<file path="config.mk">
export PLATFORM = sky130hd
export DESIGN_NAME = ng_key_sched
export DESIGN_NICKNAME = d
export VERILOG_FILES = /design/src/rtl/ng_key_sched_pkg.sv /design/src/rtl/ng_key_fifo.sv /design/src/rtl/ng_key_sched.sv
export SDC_FILE = /design/constraint.sdc
export NUM_CORES = 1
export LEC_CHECK = 0
export BUFFER_PORTS_ARGS = -buffer_cell sky130_fd_sc_hd__buf_2
export CELL_PAD_IN_SITES_DETAIL_PLACEMENT = 0
export CELL_PAD_IN_SITES_GLOBAL_PLACEMENT = 1
export CORE_ASPECT_RATIO = 0.7
export CORE_MARGIN = 4
export CORE_UTILIZATION = 42
export CTS_CLUSTER_SIZE = 10
export DETAILED_ROUTE_END_ITERATION = 12
export PLACE_DENSITY_LB_ADDON = 0.1
export SYNTH_ARGS = -nofsm -noshare
export SYNTH_HDL_FRONTEND = slang
export SYNTH_HIERARCHICAL = 1
export SYNTH_SLANG_ARGS = --single-unit
</file>
<file path="constraint.sdc">
create_clock -name clk2_i -period 2.35 [get_ports clk2_i]
set_input_delay 0.5875 -clock clk2_i [delete_from_list [all_inputs] [get_ports clk2_i]]
set_output_delay 0.5875 -clock clk2_i [all_outputs]
set_load 0.02 [all_outputs]
</file>
<file path="src/rtl/ng_key_sched_pkg.sv">
// ng_key_pkg: shared constants and types for the keypad input scheduler.
package ng_key_pkg;

  localparam int KEY_W = 5;
  localparam int CNT_W = 5;

  // Requester indices, also used as the round-robin priority value
  localparam logic PAD = 1'b0;
  localparam logic UPL = 1'b1;

  typedef enum logic [1:0] {
    IDLE   = 2'd0,
    ASSERT = 2'd1,
    GAP    = 2'd2
  } key_state_e;

  // Width of a down-counter that must hold values up to n-1
  function automatic int cnt_width(input int n);
    return (n > 1) ? $clog2(n) : 1;
  endfunction

endpackage

</file>
<file path="src/rtl/ng_key_fifo.sv">
// ng_key_fifo: circular key-code buffer with wrapping head/tail pointers and occupancy count.
// A simultaneous push and pop is accepted even when full; the popped slot is the one refilled.
module ng_key_fifo
  import ng_key_pkg::*;
#(
  parameter int DEPTH = 4
) (
  input  logic             clk_i,
  input  logic             rst_i,
  input  logic             push_i,
  input  logic [KEY_W-1:0] push_data_i,
  input  logic             pop_i,
  output logic [KEY_W-1:0] pop_data_o,
  output logic             full_o,
  output logic             empty_o,
  output logic [CNT_W-1:0] cnt_o
);

  localparam int PTR_W = cnt_width(DEPTH);

  logic [KEY_W-1:0] mem_q [DEPTH];
  logic [PTR_W-1:0] head_q, head_d;
  logic [PTR_W-1:0] tail_q, tail_d;
  logic [CNT_W-1:0] cnt_q, cnt_d;
  logic             do_push, do_pop;

  assign full_o     = (cnt_q == CNT_W'(DEPTH));
  assign empty_o    = (cnt_q == '0);
  assign do_pop     = pop_i & ~empty_o;
  assign do_push    = push_i & (~full_o | do_pop);
  assign pop_data_o = mem_q[head_q];
  assign cnt_o      = cnt_q;

  // Next pointers and occupancy; pointers wrap naturally since DEPTH is a power of two
  always_comb begin
    head_d = head_q;
    tail_d = tail_q;
    cnt_d  = cnt_q;
    if (do_pop)  head_d = head_q + PTR_W'(1);
    if (do_push) tail_d = tail_q + PTR_W'(1);
    if (do_push && !do_pop)      cnt_d = cnt_q + CNT_W'(1);
    else if (!do_push && do_pop) cnt_d = cnt_q - CNT_W'(1);
  end

  // Pointer and count registers
  always_ff @(posedge clk_i or posedge rst_i) begin
    if (rst_i) begin
      head_q <= '0;
      tail_q <= '0;
      cnt_q  <= '0;
    end else begin
      head_q <= head_d;
      tail_q <= tail_d;
      cnt_q  <= cnt_d;
    end
  end

  // Storage write; contents need no reset because the count gates every read
  always_ff @(posedge clk_i) begin
    if (do_push) mem_q[tail_q] <= push_data_i;
  end

endmodule

</file>
<file path="src/rtl/ng_key_sched.sv">
// ng_key_sched: arbitrates keypad and uplink key codes into a FIFO and presents them one at a
// time as KEY_CODE plus a KEY_READY level, retired by KEY_ACK and followed by a fixed low gap.
// Optional build macro KEY_TIMEOUT_EN: retire a key unread after TIMEOUT_CYCLES in ASSERT and
// pulse key_timeout_o; without it the key is held until acked and key_timeout_o is tied low.
module ng_key_sched
  import ng_key_pkg::*;
#(
  parameter int DEPTH          = 4,
  parameter int GAP_CYCLES     = 16,
  parameter int TIMEOUT_CYCLES = 65535
) (
  input  logic             clk2_i,
  input  logic             reset_i,
  input  logic [KEY_W-1:0] pad_code_i,
  input  logic             pad_valid_i,
  output logic             pad_ready_o,
  input  logic [KEY_W-1:0] upl_code_i,
  input  logic             upl_valid_i,
  output logic             upl_ready_o,
  output logic [KEY_W-1:0] key_code_o,
  output logic             key_ready_o,
  input  logic             key_ack_i,
  output logic [CNT_W-1:0] fifo_cnt_o,
  output logic             key_timeout_o
);

  if (DEPTH < 2 || DEPTH > 16 || (DEPTH & (DEPTH - 1)) != 0) begin : g_bad_depth
    $error("ng_key_sched: DEPTH must be a power of two in 2..16");
  end
  if (GAP_CYCLES < 3) begin : g_bad_gap
    $error("ng_key_sched: GAP_CYCLES must be at least 3");
  end
  if (TIMEOUT_CYCLES < 1) begin : g_bad_timeout
    $error("ng_key_sched: TIMEOUT_CYCLES must be at least 1");
  end

  localparam int               GAP_W    = cnt_width(GAP_CYCLES);
  localparam logic [GAP_W-1:0] GAP_LOAD = GAP_W'(GAP_CYCLES - 1);

  key_state_e       state_q;
  logic [KEY_W-1:0] key_code_q;
  logic             key_ready_q;
  logic [GAP_W-1:0] gap_cnt_q;
  logic             prio_q;

  logic             grant_upl;
  logic             push, pop;
  logic [KEY_W-1:0] push_data, head_data;
  logic             fifo_full, fifo_empty;

  // Round-robin: UPL wins only when alone or when it holds priority
  assign grant_upl   = upl_valid_i & (~pad_valid_i | (prio_q == UPL));
  assign pad_ready_o = pad_valid_i & ~grant_upl & ~fifo_full;
  assign upl_ready_o = grant_upl & ~fifo_full;
  assign push        = pad_ready_o | upl_ready_o;
  assign push_data   = grant_upl ? upl_code_i : pad_code_i;
  assign pop         = (state_q == IDLE) & ~fifo_empty;

  ng_key_fifo #(
    .DEPTH(DEPTH)
  ) u_fifo (
    .clk_i      (clk2_i),
    .rst_i      (reset_i),
    .push_i     (push),
    .push_data_i(push_data),
    .pop_i      (pop),
    .pop_data_o (head_data),
    .full_o     (fifo_full),
    .empty_o    (fifo_empty),
    .cnt_o      (fifo_cnt_o)
  );

  // Priority passes to the requester that was not just accepted
  always_ff @(posedge clk2_i or posedge reset_i) begin
    if (reset_i)   prio_q <= PAD;
    else if (push) prio_q <= grant_upl ? PAD : UPL;
  end

`ifdef KEY_TIMEOUT_EN
  localparam int              TO_W    = cnt_width(TIMEOUT_CYCLES);
  localparam logic [TO_W-1:0] TO_LOAD = TO_W'(TIMEOUT_CYCLES - 1);

  logic [TO_W-1:0] to_cnt_q;
  logic            timeout_q;

  assign key_timeout_o = timeout_q;
`else
  assign key_timeout_o = 1'b0;
`endif

  // Output FSM: present one key, hold it until retired, then keep KEY_READY low for the gap
  always_ff @(posedge clk2_i or posedge reset_i) begin
    if (reset_i) begin
      state_q     <= IDLE;
      key_code_q  <= '0;
      key_ready_q <= 1'b0;
      gap_cnt_q   <= '0;
`ifdef KEY_TIMEOUT_EN
      to_cnt_q    <= '0;
      timeout_q   <= 1'b0;
`endif
    end else begin
`ifdef KEY_TIMEOUT_EN
      timeout_q <= 1'b0;
`endif
      case (state_q)
        IDLE: begin
          if (!fifo_empty) begin
            key_code_q  <= head_data;
            key_ready_q <= 1'b1;
            state_q     <= ASSERT;
`ifdef KEY_TIMEOUT_EN
            to_cnt_q    <= TO_LOAD;
`endif
          end
        end
        ASSERT: begin
          if (key_ack_i) begin
            key_ready_q <= 1'b0;
            gap_cnt_q   <= GAP_LOAD;
            state_q     <= GAP;
          end
`ifdef KEY_TIMEOUT_EN
          else if (to_cnt_q == '0) begin
            key_ready_q <= 1'b0;
            gap_cnt_q   <= GAP_LOAD;
            timeout_q   <= 1'b1;
            state_q     <= GAP;
          end else begin
            to_cnt_q <= to_cnt_q - TO_W'(1);
          end
`endif
        end
        GAP: begin
          if (gap_cnt_q == '0) state_q   <= IDLE;
          else                 gap_cnt_q <= gap_cnt_q - GAP_W'(1);
        end
        default: begin
          key_ready_q <= 1'b0;
          state_q     <= IDLE;
        end
      endcase
    end
  end

  assign key_code_o  = key_code_q;
  assign key_ready_o = key_ready_q;

endmodule

</file>
==> metrics.md, run 1 <==
| Metric | Value |
|---|---|
| N_diodes | `0` |
| DP Wirelength | `2840 um` |
| Failing checks | `setup timing` |
| P&R area growth vs syn | `22.8%` |
| MaxCap Viol Count | `0` |
| R2R depth | `10` |
| Slowest CP cell | `dfrtp_2` |
| CTS buffer count | `5` |
| Synth cell count leaders | `22 x dfrtp_1, 20 x edfxtp_1, 13 x inv_1` |
| Worst reg2reg startpoint | `u_fifo/cnt_o[3]$_DFFE_PP0P_` |
| Slew Viols, Final | `0` |
| Worst setup EP type | `register` |
| Initial antenna violation count | `0` |
| I/O pins | `29` |
| RR Endpoint | `u_fifo/cnt_o[4]$_DFFE_PP0P_` |
| Root buf cell | `clkbuf_8` |
| Syn Area/Cell | `13.4 sq um` |
| Die Wd | `92.1 um` |
| Worst skew pair latency | `290 ps` |
| Total Nets Final | `222` |
| Cells after Synth | `155` |
| Critical Path RT | `2550 ps` |
| Setup TNS | `-8.16 ps` |
| Die Y | `66.9 um` |
| Register-to-register setup slack | `-8 ps` |
| Share of layout cells above drive strength 1 | `47.2%` |
| Die ar. | `6160 sq um` |
| Post-synth top flop | `dfrtp_1` |
| Critical path fanouts, max | `2` |
| CTS clk-pin slew, worst paths | `80 ps` |
| Synth top area cells | `edfxtp_1 29%, dfrtp_1 26%, ha_1 6.0%, mux2_2 5.4%, mux4_2 5.4%` |
| Crit path DAT | `2560 ps` |
| CP Cell Sequence | `nor4_4 > and2_4 > a21oi_2 > a21boi_4 > ha_4 > fa_2 > nand3b_1 > and3_1 > o21bai_1 > xnor2_1` |
| Mapped Nets | `181` |
| Port buffer count | `27` |
| Leak pwr | `1.08 nW` |
| Core area | `4780 sq um` |
| GPL Wtd Cong | `0.767` |
| TritonCTS clock tree | `built` |
| Largest net degree at the start of global routing | `14` |
| Worst Hold Class | `in -> async` |
| CTS Sinks | `42` |
| Post-synth ARST share | `52.4%` |
| Yosys reg bits | `42` |
| Detailed Route WL | `3620 um` |
| DRC Markers | `0` |
| Final ANT Viol Nets | `0` |
| Max VDD drop | `635 uV` |
| Tot Pwr | `3.59 mW` |
| Final Hold Vio Count | `0` |
| Starting Density | `43.5%` |
| Yosys cell types | `43` |
| RSZ-0062 raised after global routing | `true` |
| Worst slew pin tran | `516 ps` |
| Via/cell ratio | `4.79` |
| GRT overflow | `0` |
| Number of placement rows | `21` |
| Final min period | `2360 ps` |
| Max Freq | `0.424 GHz` |
| GRT Overall Usage | `13.1%` |
| Period Utilization, post-route | `100%` |
| First-pass GRT wire length | `6190 um` |
| Initial DRC count | `73` |
| First-pass iteration count of the detailed router | `4` |
| Area share of the largest cell type after synthesis | `28.9%` |
| Routed vias | `1275` |
| Wire per inst | `13.6 um` |
| Critical Path Source Type | `register` |
| Vias in the first global route | `1254` |
| Critical path class | `reg -> reg` |
| Final setup violation count | `1` |
| Crit path largest cell delay | `420 ps` |
| Outcome | `finished with violations` |
| Most frequent cell after synthesis | `dfrtp_1` |
| Post-synth EDFFs | `20` |
| Clock skew | `6.91 ps` |
| Post-Synthesis Cell Area | `2080 sq um` |
| Final WS setup | `-8.16 ps` |
| Yosys top cell by area | `edfxtp_1` |
| Yosys warnings | `6` |
| Clock buffer depth | `2` |
| H-Tree Depth | `2` |
| Pwr per Cell Area | `1410 nW/um^2` |
| Post-synthesis sequential area ratio | `55.4%` |
| Worst slew margin | `65.6%` |
## area by class of cell
cell class,instances,area [sq um]
clock inverter,2,12.5
clock buffer,6,72.6
tap,69,86.3
timing repair buffer,41,259
sequential,42,1160
multi-input combinational,93,913
fill,434,2230
inverter,13,51.3
## report_power, final
part	switching [mW]	internal, mW
registers	0.240	1.10
logic	0.870	0.931
clock network	0.240	0.210
## cell families (layout without fill, tap and decap cells)
kind of cell               count (synthesis)  in the layout  synth area share, %
AOI/OAI and AO/OA                         19             19                 6.02
other                                      1              1                0.180
DFF                                       42             42                 55.4
xor gates and xnor gates                   7              7                 2.95
adders and majority gates                 11             11                 6.98
buffers and inverters                     20             62                 4.76
muxes                                     18             18                 12.5
and+or+nand+nor                           37             37                 11.2
## cells in the final DEF, fill, tap and decap left out, types with 3 or more instances in the layout
cell,n
mux4_2,5
dfrtp_1,17
dfrtp_2,5
nand3_1,3
a21oi_2,3
edfxtp_1,20
buf_2,26
inv_1,10
ha_1,6
nand2_1,9
ha_4,4
a211oi_1,3
clkbuf_8,5
nor2_1,5
buf_4,13
o21ai_0,6
mux2_2,10
and2_2,4
xnor2_1,6
## state kept, by name, summed over array words and instances, names as in the netlist
name and cells:
u_fifo/head_q 2, u_fifo/mem_q 20, u_fifo/tail_q 2, key_code_o 5, prio_q 1, u_fifo/cnt_o 5, state_q 2, key_ready_o 1
gap_cnt_q 4
## routing by layer
metal	wire length [um]	GRT usage, %
met2	1690	20.9
met5	0	0
met1	1820	18.5
met4	18	1.67
met3	101	3.72
## how the worst max path moves through the flow
stage	cells past startpoint	endpoint	slack, ps	startpoint
floorplan	10	u_fifo/cnt_o[4]$_DFFE_PP0P_	-110	u_fifo/cnt_o[3]$_DFFE_PP0P_
global placement	10	u_fifo/cnt_o[4]$_DFFE_PP0P_	5	u_fifo/cnt_o[3]$_DFFE_PP0P_
detailed placement	10	u_fifo/cnt_o[4]$_DFFE_PP0P_	-50	u_fifo/cnt_o[3]$_DFFE_PP0P_
CTS	10	u_fifo/cnt_o[4]$_DFFE_PP0P_	-70	u_fifo/cnt_o[4]$_DFFE_PP0P_
global route	10	u_fifo/cnt_o[4]$_DFFE_PP0P_	-120	u_fifo/cnt_o[3]$_DFFE_PP0P_
finish	10	u_fifo/cnt_o[4]$_DFFE_PP0P_	-8	u_fifo/cnt_o[3]$_DFFE_PP0P_
## timing repair
item / CTS / global route
setup buffers: 1 / 1
resized for setup: 0 / 5
hold buffers: 0 / 0
pin swaps: 6 / 1
setup endpoints to repair: 1 / 4
hold endpoints to repair: 0 / 0
## through the flow
step           util (%)  std cells  hold WS (ps)  instance area [sq um]  setup WS (ps)
5_1_grt            53.4        266           294                   2550           -119
6_report           53.4        266           265                   2550          -8.16
3_3_place_gp       50.8        256           477                   2430           5.33
3_5_place_dp       50.8        256           492                   2430          -51.0
2_1_floorplan         -        155           415                   2150           -106
4_1_cts            52.7        265           279                   2520          -66.5
## worst max-delay path: cells and delay by family, from the launching register on
family                     cells  cell delay, ps
DFF                            1             420
adders and majority gates      2             500
xor gates and xnor gates       1             130
and+or+nand+nor                4             890
AOI/OAI and AO/OA              3             330
(Power assumes the default switching activity.)
==> inputs of run 2 (changes only) <==
Settings changed: CORE_ASPECT_RATIO 0.7 to 0.8.
==> run 2 against run 1 <==
Against the previous run: the run still ends with setup timing left; fmax is 1.2% lower; sequential share of layout area is 0.59 points higher; global-route usage is 1.1 points higher; utilization is 0.48 points higher; die area is 0.18% lower.
==> metrics.md, run 2 (synthesis results as in run 1) <==
| Metric | Value |
|---|---|
| Clock power share | `12.1%` |
| Root buf cell | `clkbuf_8` |
| Most frequent cells in the layout | `27 x buf_2, 20 x edfxtp_1, 17 x dfrtp_1, 14 x buf_4` |
| Logic pwr share | `51.7%` |
| Final setup violation count | `1` |
| Die Wd | `86.6 um` |
| Setup TNS | `-36.9 ps` |
| DRC Markers | `0` |
| Finished Core Util | `53.9%` |
| Outcome | `finished with violations` |
| Final ANT Viol Nets | `0` |
| First-pass GRT wire length | `6470 um` |
| Worst skew pair latency | `290 ps` |
| Clock buffer depth | `2` |
| Int Power | `2.26 mW` |
| Final Hold Vio Count | `0` |
| Switching Power | `1.36 mW` |
| Worst setup EP type | `register` |
| GRT Overall Usage | `14.2%` |
| Number of placement rows | `22` |
| CTS clk-pin slew, worst paths | `70 ps` |
| Die Y | `70.9 um` |
| Clock skew | `5.77 ps` |
| Critical Path Source Type | `register` |
| Period Utilization, post-route | `102%` |
| Pwr per Cell Area | `1440 nW/um^2` |
| Max reg flops | `20` |
| Slowest CP cell | `dfrtp_2` |
| Crit path DAT | `2600 ps` |
| Worst slew pin tran | `592 ps` |
| Critical path class | `reg -> reg` |
| Critical path fanouts, max | `3` |
| Leak pwr | `1.07 nW` |
| Critical Path RT | `2570 ps` |
| Largest net degree at the start of global routing | `14` |
| RSZ-0062 raised after global routing | `true` |
| Vias in the first global route | `1338` |
| Final min period | `2390 ps` |
| Switching share of power | `37.6%` |
| P&R area growth vs syn | `21.3%` |
| CTS buffer count | `5` |
| Total Nets Final | `222` |
| Crit path largest cell delay | `420 ps` |
| Initial DRC count | `39` |
| Worst slew margin | `60.5%` |
| Share of layout cells above drive strength 1 | `46.7%` |
| Commonest non-fill, non-tap cell in the layout | `buf_2` |
| Max Freq | `0.419 GHz` |
| N_diodes | `0` |
| Core area | `4680 sq um` |
| Detailed Route WL | `3760 um` |
| Min Hold Slack | `267 ps` |
| MaxCap Viol Count | `0` |
| H-Tree Depth | `2` |
| Failing checks | `setup timing` |
| Initial antenna violation count | `0` |
| DP Wirelength | `2990 um` |
| Seq pwr share | `36.2%` |
| TritonCTS clock tree | `built` |
| Wire per inst | `14.6 um` |
| GRT overflow | `0` |
| CP Cell Sequence | `nor4_4 > and2_4 > a21oi_2 > a21boi_4 > ha_4 > fa_2 > nand3b_1 > and3_1 > o21bai_1 > xnor2_1` |
| Fill cells | `434` |
| Final WS setup | `-36.9 ps` |
| GPL Wtd Cong | `0.730` |
| Placement Setup Slack | `-77.4 ps` |
| CTS Sinks | `42` |
| Starting Density | `44.4%` |
| Tot Pwr | `3.62 mW` |
| Slew Viols, Final | `0` |
| Reg with most FFs | `u_fifo/mem_q` |
| Worst Hold Class | `in -> async` |
| Routed vias | `1261` |
| Via/cell ratio | `4.91` |
| Max VDD drop | `771 uV` |
| Die ar. | `6140 sq um` |
| First-pass iteration count of the detailed router | `4` |
| I/O pins | `29` |
| Port buffer count | `27` |
run 2: changes by cell type in the layout (fill, tap and decap cells not counted), sizes merged:
| cell | change |
|---|---|
| clkinv | +1 |
| inv | -1 |
run 2: per-stage QoR:
stage               cell area [sq um]  std cells
CTS                              2510        258
detailed placement               2410        248
global route                     2520        257
finish                           2520        257
global placement                 2410        248
floorplan                        2150        155
run 2: worst max-delay path: cells and delay by family (launching register included):
kind	cells	cell delay (ps)
XOR/XNOR	1	130
AND/OR/NAND/NOR	4	920
adder cells (fa/ha/maj)	2	510
flip-flops	1	420
AO/OA/AOI/OAI	3	330
run 2: final cells by class:
class	count	area (sq um)	area share, %
clock inverters	2	8.76	0.348
well taps	60	75.1	2.98
inverters	13	51.3	2.04
clock buffers	6	72.6	2.88
multi-input cells	93	915	36.3
flip-flops and latches	42	1160	45.9
repair buffers	41	240	9.53
run 2: final timing paths:
path | start | depth (start not counted) | slack, ps | endpoint
min in group clk2_i | prio_q$_DFFE_PP0P_ | 1 | 500 | prio_q$_DFFE_PP0P_
max reg2reg | u_fifo/cnt_o[3]$_DFFE_PP0P_ | 10 | -40 | u_fifo/cnt_o[4]$_DFFE_PP0P_
min | reset_i | 2 | 270 | u_fifo/tail_q[1]$_DFFE_PP0P_
max | u_fifo/cnt_o[3]$_DFFE_PP0P_ | 10 | -40 | u_fifo/cnt_o[4]$_DFFE_PP0P_
min reg2reg | prio_q$_DFFE_PP0P_ | 1 | 500 | prio_q$_DFFE_PP0P_
max in group asynchronous | reset_i | 2 | 1600 | key_code_o[2]$_DFFE_PP0P_
run 2: repair_timing:
action                     in CTS  in global routing
hold buffers                    0                  0
pin swaps                       4                  1
resized for setup               0                  4
setup buffers                   2                  0
hold endpoints to repair        0                  0
setup endpoints to repair       1                  5
run 2: metal layers:
layer	vias to the layer above	wire, um	global-route usage, %
met5	-	0	0
li1	625	-	-
met4	0	57	4.67
met2	25	1730	22.0
met1	605	1770	18.6
met3	6	195	5.01
run 2: power groups by stage:
stage | sequential (mW) | combinational (mW) | clock, mW
after global routing | 1.35 | 2.08 | 0.485
after CTS | 1.32 | 1.84 | 0.460
after global placement | 1.31 | 1.76 | 0
final | 1.31 | 1.87 | 0.439
after detailed placement | 1.34 | 1.81 | 0
after floorplan | 1.39 | 1.24 | 0
==> inputs of run 3 (changes only) <==
Settings changed: ABC_AREA set to 1, CORE_UTILIZATION 42 to 43, GPL_TIMING_DRIVEN set to 0.
Clock period 2.35 ns to 2.3 ns, I/O delays scaled along.
==> run 3 against run 2 <==
Against the previous run: the flow still finishes with violations (setup timing); clock skew rose by 3.8 ps; critical path depth rose by 9; area after synthesis rose by 5.2%; cell count rose by 33%; synthesized cell count rose by 54%; global-route usage fell by 0.10 points; die area rose by 2.5%; first-iteration DRC count rose by 23%; clock power rose by 26%; worst setup slack improved by 30 ps.
==> metrics.md, run 3 <==
| Metric | Value |
|---|---|
| Outcome | `finished with violations` |
| Post-Synthesis Cell Area | `2190 sq um` |
| Critical Path Source Type | `register` |
| CTS clk-pin slew, worst paths | `80 ps` |
| P&R area growth vs syn | `20.0%` |
| Crit path DAT | `2480 ps` |
| Cells after Synth | `238` |
| Reg with most FFs | `u_fifo/mem_q` |
| R2R depth | `19` |
| Worst setup path startpoint | `u_fifo/cnt_o[0]$_DFFE_PP0P_` |
| Post-synth ARST share | `52.4%` |
| GRT overflow | `0` |
| Critical Path RT | `2480 ps` |
| Yosys cell types | `31` |
| Final ANT Viol Nets | `0` |
| First-pass GRT wire length | `6910 um` |
| Port buffer count | `27` |
| Period Utilization, post-route | `100%` |
| Setup TNS | `-6.94 ps` |
| Slew Viols, Final | `0` |
| Max VDD drop | `772 uV` |
| Worst reg2reg startpoint | `u_fifo/cnt_o[0]$_DFFE_PP0P_` |
| DP Wirelength | `3010 um` |
| Most frequent cells in the layout | `62 x nand2_1, 33 x inv_1, 30 x buf_2, 21 x nor2_1, 20 x edfxtp_1` |
| I/O pins | `29` |
| Starting Density | `45.9%` |
| Clock skew | `9.60 ps` |
| Worst setup EP type | `register` |
| Leak pwr | `1.28 nW` |
| Yosys reg bits | `42` |
| Worst Hold Class | `in -> async` |
| Worst slew pin tran | `555 ps` |
| RR Endpoint | `u_fifo/cnt_o[4]$_DFFE_PP0P_` |
| Critical path fanouts, max | `3` |
| Detailed Route WL | `4010 um` |
| Wire per inst | `11.7 um` |
| Root buf cell | `clkbuf_8` |
| Min Hold Slack | `255 ps` |
| Die ar. | `6300 sq um` |
| Routed vias | `1556` |
| Critical path class | `reg -> reg` |
| Initial DRC count | `48` |
| Clock buffer depth | `2` |
| H-Tree Depth | `2` |
| Fill cells | `436` |
| CTS buffer count | `5` |
| Number of placement rows | `22` |
| Die Y | `71.8 um` |
| Most frequent cell after synthesis | `nand2_1` |
| Syn Area/Cell | `9.19 sq um` |
| TritonCTS clock tree | `built` |
| Post-synth EDFFs | `20` |
| Post-synthesis sequential area ratio | `52.6%` |
| Fin cells | `342` |
| CTS Sinks | `42` |
| Die Wd | `87.7 um` |
| Finished Core Util | `55.1%` |
| Core area | `4760 sq um` |
| Synth cell count leaders | `63 x nand2_1, 39 x inv_1, 22 x dfrtp_1, 21 x nor2_1, 20 x edfxtp_1` |
| N_diodes | `0` |
| Failing checks | `setup timing` |
| Dpl cell area | `2440 sq um` |
| Total Nets Final | `307` |
| Yosys top cell by area | `edfxtp_1` |
| Max reg flops | `20` |
| Worst skew pair latency | `280 ps` |
| Via/cell ratio | `4.55` |
| Commonest non-fill, non-tap cell in the layout | `nand2_1` |
| Initial antenna violation count | `0` |
| Final min period | `2310 ps` |
| Vias in the first global route | `1528` |
| MaxCap Viol Count | `0` |
| Final setup violation count | `1` |
| Share of layout cells above drive strength 1 | `28.7%` |
| Synth top area cells | `edfxtp_1 27%, dfrtp_1 25%, nand2_1 11%, inv_1 6.7%, ha_1 5.7%` |
| DP Cell Count | `325` |
| Yosys warnings | `6` |
| Max Freq | `0.433 GHz` |
| Post-synth top flop | `dfrtp_1` |
| RSZ-0062 raised after global routing | `true` |
| GPL Wtd Cong | `0.755` |
| Mapped Nets | `264` |
| DRC Markers | `0` |
| Register-to-register setup slack | `-7 ps` |
| Post-Layout Inst Area | `2620 sq um` |
| Final Hold Vio Count | `0` |
| Worst slew margin | `63.0%` |
| Area share of the largest cell type after synthesis | `27.5%` |
| GRT Overall Usage | `14.1%` |
| Pwr per Cell Area | `1530 nW/um^2` |
| Largest net degree at the start of global routing | `14` |
| First-pass iteration count of the detailed router | `4` |
| Final WS setup | `-6.94 ps` |
==> run 3: cell count changes after synthesis, moves of 5 or more <==
| cell | delta |
|---|---|
| o21ai_2 | +6 |
| nand3_1 | +8 |
| inv_1 | +26 |
| mux4_2 | -5 |
| nor2_1 | +15 |
| mux2_2 | -10 |
| o22ai_1 | +6 |
| o21ai_0 | +7 |
| nand2_1 | +53 |
==> run 3: routing by layer <==
metal / up-vias / share of wire (%) / global-route usage, %
li1: 837 / - / -
met3: 2 / 5.3 / 3.10
met1: 680 / 53 / 21.3
met4: 0 / 0.62 / 4.09
met5: - / 0 / 0
met2: 37 / 41 / 20.1
==> run 3: worst max path at each step <==
stage                                        endpoint  slack, ps  cells past startpoint
final                     u_fifo/cnt_o[4]$_DFFE_PP0P_         -7                     19
after global routing      u_fifo/cnt_o[4]$_DFFE_PP0P_       -140                     19
after CTS                 u_fifo/cnt_o[4]$_DFFE_PP0P_        -40                     19
after detailed placement  u_fifo/cnt_o[4]$_DFFE_PP0P_       -300                     20
after global placement    u_fifo/cnt_o[4]$_DFFE_PP0P_       -290                     20
after floorplan           u_fifo/cnt_o[4]$_DFFE_PP0P_        -90                     18
==> run 3: cells by family (layout without fill, tap and decap cells) <==
| group | count (synthesis) | after routing | share of synthesized area [%] |
|---|---|---|---|
| buffers and inverters | 44 | 88 | 8.24 |
| adders and majority gates | 11 | 11 | 6.64 |
| xor gates and xnor gates | 4 | 4 | 1.95 |
| other | 1 | 1 | 0.171 |
| AOI/OAI and AO/OA | 28 | 28 | 7.78 |
| DFF | 42 | 42 | 52.6 |
| and+or+nand+nor | 108 | 108 | 22.6 |
==> run 3: where the power goes <==
group / internal [mW] / total, mW / leakage [nW] / switching [mW]
combinational: 0.855 / 2.14 / 0.785 / 1.29
sequential: 1.13 / 1.32 / 0.442 / 0.190
clock: 0.325 / 0.551 / 0.0524 / 0.226
==> run 3: area by class of cell <==
type | count | area [sq um] | area share [%]
Clock inverter | 1 | 30.0 | 1.14
Multi-Input combinational cell | 152 | 901 | 34.3
Sequential cell | 42 | 1160 | 44.1
Timing Repair Buffer | 37 | 210 | 8.01
Tap cell | 60 | 75.1 | 2.86
Buffer | 4 | 22.5 | 0.858
Inverter | 39 | 151 | 5.77
Clock buffer | 7 | 76.3 | 2.91
==> run 3: what timing repair did <==
item,4_1_cts,5_1_grt
buffers inserted,5,5
endpoints found under the setup margin,4,2
pin swaps,3,2
resized for setup,2,2
hold buffers,0,0
cloned,0,0
==> run 3: through the flow <==
step / setup slack, ps / power, mW
floorplan: -85.5 / 2.90
global placement: -295 / 3.34
detailed placement: -305 / 3.38
CTS: -35.7 / 3.99
global route: -137 / 4.43
finish: -6.94 / 4.02
==> run 3: worst max-delay path, stage by stage, from the launching register on <==
cell     delay [ps]
dfrtp_2         420
nor2_4          180
nand3_4         100
inv_2            70
or2_4           130
inv_4            50
inv_4            50
nand4_4          90
nand2_4          90
inv_2            40
ha_4            170
fa_2            350
inv_1            60
nand2_1          60
nand2_2          70
nand2_1          50
nand2_1          50
nand2_1          50
nand2_1          50
nand2_1          40
